[src/rtl/gyro_pkg.sv]
// Shared types, state encoding and per-axis correction helpers for the gyro sample sequencer.
package gyro_pkg;

    typedef logic signed [15:0] rate_t;

    typedef struct packed {
        rate_t x;
        rate_t y;
        rate_t z;
    } axis3_t;

    typedef enum logic [2:0] {
        StIdle,
        StCalReq,
        StCalWait,
        StCalFin,
        StRunTick,
        StRunWait,
        StRunOut
    } seq_state_t;

    localparam rate_t RATE_MAX = 16'sh7FFF;
    localparam rate_t RATE_MIN = 16'sh8000;

    // raw - bias computed in 17 bits so the saturation decision is exact.
    function automatic rate_t correct_rate(rate_t raw, rate_t bias);
        logic signed [16:0] diff;
        logic signed [16:0] hi;
        logic signed [16:0] lo;
        diff = {raw[15], raw} - {bias[15], bias};
        hi   = {1'b0, RATE_MAX};
        lo   = {1'b1, RATE_MIN};
        if (diff > hi) return RATE_MAX;
        if (diff < lo) return RATE_MIN;
        return diff[15:0];
    endfunction

    function automatic rate_t apply_deadband(rate_t v, rate_t thr);
        logic signed [16:0] v17;
        logic signed [16:0] t17;
        v17 = {v[15], v};
        t17 = {thr[15], thr};
        if ((v17 <= t17) && (v17 >= -t17)) return '0;
        return v;
    endfunction

endpackage

[src/rtl/gyro_rate_tick.sv]
// Fixed-rate sample pacing: one-cycle tick every TICK_DIV enabled cycles, with synchronous clear.
module gyro_rate_tick #(
    parameter int unsigned TICK_DIV = 100_000
) (
    input  logic CLK,
    input  logic RST,
    input  logic en,
    input  logic clr,
    output logic tick
);

    localparam int unsigned CntW = (TICK_DIV > 2) ? $clog2(TICK_DIV) : 1;
    localparam logic [CntW-1:0] CntLast = CntW'(TICK_DIV - 1);

    logic [CntW-1:0] cnt_q, cnt_d;

    always_comb begin
        cnt_d = cnt_q;
        tick  = 1'b0;
        if (clr) begin
            cnt_d = '0;
        end else if (en) begin
            if (cnt_q == CntLast) begin
                cnt_d = '0;
                tick  = 1'b1;
            end else begin
                cnt_d = cnt_q + 1'b1;
            end
        end
    end

    always_ff @(posedge CLK) begin
        if (RST) cnt_q <= '0;
        else     cnt_q <= cnt_d;
    end

endmodule

[src/rtl/gyro_sample_sequencer.sv]
// Gyro read / tilt integrator controller: bias calibration, paced sampling, corrected rate output.
// Optional build macro GYRO_DEADBAND_EN zeroes corrected rates with |value| <= DEADBAND.
module gyro_sample_sequencer
    import gyro_pkg::*;
#(
    parameter int unsigned TICK_DIV    = 100_000,
    parameter int unsigned CAL_LOG2    = 6,
    parameter int unsigned TIMEOUT_CYC = 1024,
    parameter int unsigned DEADBAND    = 4
) (
    input  logic  CLK,
    input  logic  RST,
    input  logic  START_CAL,
    output logic  REQ,
    input  logic  VALID,
    input  rate_t RAW_X,
    input  rate_t RAW_Y,
    input  rate_t RAW_Z,
    output rate_t DX,
    output rate_t DY,
    output rate_t DZ,
    output logic  STEP,
    output logic  TILT_RST,
    output logic  CAL_DONE,
    output logic  ERR
);

    localparam int unsigned AccW = 16 + CAL_LOG2;
    localparam int unsigned NW   = CAL_LOG2 + 1;
    localparam int unsigned ToW  = $clog2(TIMEOUT_CYC + 1);
    localparam logic [NW-1:0]  NLast  = NW'((1 << CAL_LOG2) - 1);
    localparam logic [ToW-1:0] ToLast = ToW'(TIMEOUT_CYC - 1);

    typedef logic signed [AccW-1:0] acc_t;
    typedef struct packed {
        acc_t x;
        acc_t y;
        acc_t z;
    } acc3_t;

    function automatic acc_t sext(rate_t r);
        return acc_t'(r);
    endfunction

    function automatic rate_t avg(acc_t a);
        acc_t s;
        s = a >>> CAL_LOG2;
        return s[15:0];
    endfunction

    seq_state_t      state_q, state_d;
    logic            req_q, req_d;
    logic            err_q, err_d;
    logic [ToW-1:0]  to_cnt_q, to_cnt_d;
    logic [NW-1:0]   n_q, n_d;
    acc3_t           acc_q, acc_d;
    axis3_t          bias_q, bias_d;
    axis3_t          d_q, d_d;
    axis3_t          corr;
    logic            run;
    logic            tick;

    assign run = (state_q == StRunTick) || (state_q == StRunWait) || (state_q == StRunOut);

    gyro_rate_tick #(
        .TICK_DIV(TICK_DIV)
    ) u_tick (
        .CLK (CLK),
        .RST (RST),
        .en  (run),
        .clr (START_CAL || !run),
        .tick(tick)
    );

`ifdef GYRO_DEADBAND_EN
    localparam rate_t DbThr = rate_t'(DEADBAND);
`else
    logic unused_deadband;
    assign unused_deadband = ^DEADBAND;
`endif

    always_comb begin
        corr.x = correct_rate(RAW_X, bias_q.x);
        corr.y = correct_rate(RAW_Y, bias_q.y);
        corr.z = correct_rate(RAW_Z, bias_q.z);
`ifdef GYRO_DEADBAND_EN
        corr.x = apply_deadband(corr.x, DbThr);
        corr.y = apply_deadband(corr.y, DbThr);
        corr.z = apply_deadband(corr.z, DbThr);
`endif
    end

    always_comb begin
        state_d  = state_q;
        req_d    = req_q;
        err_d    = err_q;
        to_cnt_d = to_cnt_q;
        n_d      = n_q;
        acc_d    = acc_q;
        bias_d   = bias_q;
        d_d      = d_q;

        case (state_q)
            StIdle: begin
            end
            StCalReq: begin
                acc_d    = '0;
                n_d      = '0;
                req_d    = 1'b1;
                to_cnt_d = '0;
                state_d  = StCalWait;
            end
            StCalWait: begin
                if (!req_q) begin
                    // One idle cycle between samples (or after a timeout), then ask again.
                    req_d    = 1'b1;
                    to_cnt_d = '0;
                end else if (VALID) begin
                    acc_d.x = acc_q.x + sext(RAW_X);
                    acc_d.y = acc_q.y + sext(RAW_Y);
                    acc_d.z = acc_q.z + sext(RAW_Z);
                    n_d     = n_q + 1'b1;
                    req_d   = 1'b0;
                    if (n_q == NLast) state_d = StCalFin;
                end else if (to_cnt_q == ToLast) begin
                    req_d = 1'b0;
                    err_d = 1'b1;
                end else begin
                    to_cnt_d = to_cnt_q + 1'b1;
                end
            end
            StCalFin: begin
                bias_d.x = avg(acc_q.x);
                bias_d.y = avg(acc_q.y);
                bias_d.z = avg(acc_q.z);
                state_d  = StRunTick;
            end
            StRunTick: begin
                if (tick) begin
                    req_d    = 1'b1;
                    to_cnt_d = '0;
                    state_d  = StRunWait;
                end
            end
            StRunWait: begin
                // Ticks landing here are dropped; the pacing counter keeps running.
                if (req_q && VALID) begin
                    d_d     = corr;
                    req_d   = 1'b0;
                    state_d = StRunOut;
                end else if (to_cnt_q == ToLast) begin
                    req_d   = 1'b0;
                    err_d   = 1'b1;
                    state_d = StRunTick;
                end else begin
                    to_cnt_d = to_cnt_q + 1'b1;
                end
            end
            StRunOut: begin
                if (tick) begin
                    req_d    = 1'b1;
                    to_cnt_d = '0;
                    state_d  = StRunWait;
                end else begin
                    state_d = StRunTick;
                end
            end
            default: state_d = StIdle;
        endcase

        if (START_CAL) begin
            state_d = StCalReq;
            req_d   = 1'b0;
            err_d   = 1'b0;
            acc_d   = acc_q;
            n_d     = n_q;
            bias_d  = bias_q;
            d_d     = d_q;
        end
    end

    always_ff @(posedge CLK) begin
        if (RST) begin
            state_q  <= StIdle;
            req_q    <= 1'b0;
            err_q    <= 1'b0;
            to_cnt_q <= '0;
            n_q      <= '0;
            acc_q    <= '0;
            bias_q   <= '0;
            d_q      <= '0;
        end else begin
            state_q  <= state_d;
            req_q    <= req_d;
            err_q    <= err_d;
            to_cnt_q <= to_cnt_d;
            n_q      <= n_d;
            acc_q    <= acc_d;
            bias_q   <= bias_d;
            d_q      <= d_d;
        end
    end

    assign REQ      = req_q;
    assign STEP     = (state_q == StRunOut);
    assign DX       = d_q.x;
    assign DY       = d_q.y;
    assign DZ       = d_q.z;
    assign CAL_DONE = run;
    assign TILT_RST = !run;
    assign ERR      = err_q;

endmodule
[config.mk]
export PLATFORM = sky130hd
export DESIGN_NAME = gyro_sample_sequencer
export DESIGN_NICKNAME = d
export VERILOG_FILES = /design/src/rtl/gyro_pkg.sv /design/src/rtl/gyro_rate_tick.sv /design/src/rtl/gyro_sample_sequencer.sv
export SDC_FILE = /design/constraint.sdc
export NUM_CORES = 1
export LEC_CHECK = 0
export ABC_CLOCK_PERIOD_IN_PS = 6200
export CAP_MARGIN = 20
export CORE_UTILIZATION = 40
export CTS_CLUSTER_SIZE = 25
export DETAILED_ROUTE_END_ITERATION = 8
export GPL_TIMING_DRIVEN = 1
export MAX_ROUTING_LAYER = met4
export PLACE_DENSITY = 0.7
export SKIP_CTS_REPAIR_TIMING = 1
export SLEW_MARGIN = 20
export SYNTH_ARGS = -nofsm -noshare
export SYNTH_HDL_FRONTEND = slang
export SYNTH_SLANG_ARGS = --single-unit
[constraint.sdc]
create_clock -name CLK -period 6.2 [get_ports CLK]
set_input_delay 1.86 -clock CLK [delete_from_list [all_inputs] [get_ports CLK]]
set_output_delay 1.86 -clock CLK [all_outputs]
set_load 0.03 [all_outputs]
==> summary.txt <==
Drt
  • DRC: 0
  • Vias/cell: 5.48
  • First DRT Iteration DRCs: 512
  • Antenna-violating nets left: 0
  • Routed wire per std cell: 15.1 um
  • DRT Pass-1 Iters: 5
  • Post-Route WL: 31200 um
  • Total number of vias: 11336

Clocking
  • Root Driver: clkbuf_16
  • Reg clk slew, reported paths: 0.05 ns
  • Worst-case clock buffer depth: 3
  • H-tree depth: 1
  • Clock Latency Late Sink: 0.52 ns
  • Total CTS buffers: 25
  • Sink Count: 202
  • CTS tree: done

Timing
  • Final Skew: 0.0146 ns
  • Final min period: 4.87 ns
  • Fin Hold WS: 0.454 ns
  • Setup violators final: 0
  • Worst-Margin Slew: 0.962 ns
  • Period utilization: 0.785
  • Fin. max-slew vios: 0
  • Sum Neg Setup Slack: 0 ns
  • Max Clk Rate: 0.205 GHz
  • RSZ-0062 raised after global routing: false
  • Worst slew margin: 0.346
  • Fin. Hold Viols: 0

Synthesis
  • Syn nets: 1745
  • Cells after Synth: 1573
  • Post-synth EDFFs: 0
  • Syn. warnings: 0
  • Post-synthesis cell area: 12700 sq um
  • Most common flop cell mapped by yosys: dfxtp_1
  • Yosys top cell area share: 0.317
  • Synth cell types: 88
  • Count leader, synth: dfxtp_1
  • Commonest cells in the netlist: 202 x dfxtp_1, 201 x nand2_1, 162 x nor2_1, 145 x a21oi_1, 114 x ha_1
  • Cell taking the most area after synthesis: dfxtp_1
  • Synth area leaders: dfxtp_1 32%, ha_1 11%, nand2_1 5.9%
  • Syn avg cell area: 8.10 sq um
  • Register area share after synthesis: 0.317
  • Fraction of registers with async set/reset: 0
  • Yosys reg bits: 202

Power
  • Peak supply drop: 0.203 mV
  • Lkg Pwr: 5.57 nW
  • Cell Pwr Density: 200 nW/um^2

Die
  • Die Y: 181 um
  • FP Rows: 64
  • Initial core utilization: 0.411
  • Chip width: 181 um
  • Die footprint: 32600 sq um
  • Ports: 105
  • Core ar.: 31000 sq um

Critical path
  • CP Capture Type: register
  • CP max FO: 16
  • CP required: 6.62 ns
  • Crit path kind: input pin to register
  • Critical path arrival: 5.29 ns
  • Crit start category: input pin

GRT
  • Vias in the first global route: 10717
  • Largest net degree at the start of global routing: 73
  • Antenna violations before repair: 1
  • GRT Total Usage: 0.195
  • Global route overflow: 0
  • Global-route wire length before repair: 51900 um

Placement
  • Post-placement cell count: 2025
  • HPWL Detailed: 23100 um
  • Port bufs: 104
  • Placer Congestion: 0.937

Finish
  • Final net count: 1828
  • Core Util, Final: 0.479
  • Share of cells above drive strength 1: 0.0563
  • Layout Cells excl Fill: 2067
  • Layout area overhead: 16.4%

Outcome
  • Status: finished, final reports clean

Hold path
  • Worst hold-check path type: register to register

Run
  • # Max-Cap Violations: 0
-- layer usage --
layer	wire (um)	global-route usage	up-vias
li1	-	-	5785
met5	0	-	-
met3	1080	0.0216	57
met2	15300	0.339	198
met4	709	0.0568	0
met1	14200	0.235	5296
-- cell families (layout without fill, tap and decap cells) --
logic type                 Yosys count  in the layout  share of synthesized area
muxes                                2              2                    0.00186
buffers and inverters              143            240                     0.0502
other                                0              1                          0
and+or+nand+nor                    541            541                      0.193
AOI/OAI and AO/OA                  448            448                      0.234
adders and majority gates          135            135                      0.134
xor gates and xnor gates           102            102                     0.0701
DFF                                202            202                      0.317
-- critical path: stages --
cell             delay, ns
clkdlybuf4s50_1       0.51
inv_1                 0.05
ha_1                  0.22
fa_1                  0.41
nor2b_1               0.18
o31ai_1               0.15
a21oi_1               0.23
nand4_1               0.16
a31o_2                0.26
o31ai_2               0.24
mux2i_2               0.31
maj3_1                0.45
a211oi_1              0.25
-- sequential cells by signal, summed over array words and instances (netlist names) --
name / flops
DZ: 16
state_q: 3
bias_q: 48
REQ: 1
to_cnt_q: 11
acc_q: 66
DY: 16
DX: 16
u_tick.cnt_q: 17
ERR: 1
n_q: 7
-- cell usage in the layout, fill, tap and decap left out, drive strengths merged, types with 34 or more instances in the layout --
cell / Yosys / routed
o21ai: 92 / 92
clkdlybuf4s50: 0 / 103
a21oi: 147 / 147
nand3: 34 / 34
nor3: 34 / 34
xnor2: 47 / 47
a211oi: 36 / 36
dfxtp: 202 / 202
inv: 85 / 86
clkbuf: 47 / 36
nand2: 202 / 202
xor2: 55 / 55
a22oi: 34 / 34
ha: 114 / 114
nor2: 162 / 162
-- final timing paths --
check / from / to / slack, ns / cells past startpoint
setup / recovery: RAW_X[0] / DX[14] / 1.33 / 13
hold reg to reg: bias_q[9] / bias_q[9] / 0.45 / 2
setup reg to reg: bias_q[33] / DX[14] / 2.83 / 11
hold / removal: bias_q[9] / bias_q[9] / 0.45 / 2
-- final cells by class --
cell class                 count  area, sq um
sequential                   202         4040
fill                        2969        16200
antenna                        1         2.50
multi-input combinational   1228         8120
inverter                      85          319
timing repair buffer         114         1130
clock inverter                 5         33.8
tap                          396          495
clock buffer                  36          697
-- where the power goes --
group          total (mW)  internal, mW  switching, mW
clock                1.32         0.773          0.547
combinational       0.346         0.145          0.201
sequential           1.31          1.30        0.00438
-- stage by stage --
stage / power [mW] / setup slack [ns] / cell area, sq um
2_1_floorplan: 1.58 / 1.79 / 12700
3_3_place_gp: 1.67 / 0.721 / 14100
3_5_place_dp: 1.68 / 0.509 / 14100
4_1_cts: 3.01 / 1.05 / 14800
5_1_grt: 3.10 / 1.10 / 14800
6_report: 2.97 / 1.33 / 14800
No activity file was read; power rests on OpenSTA's default activity.
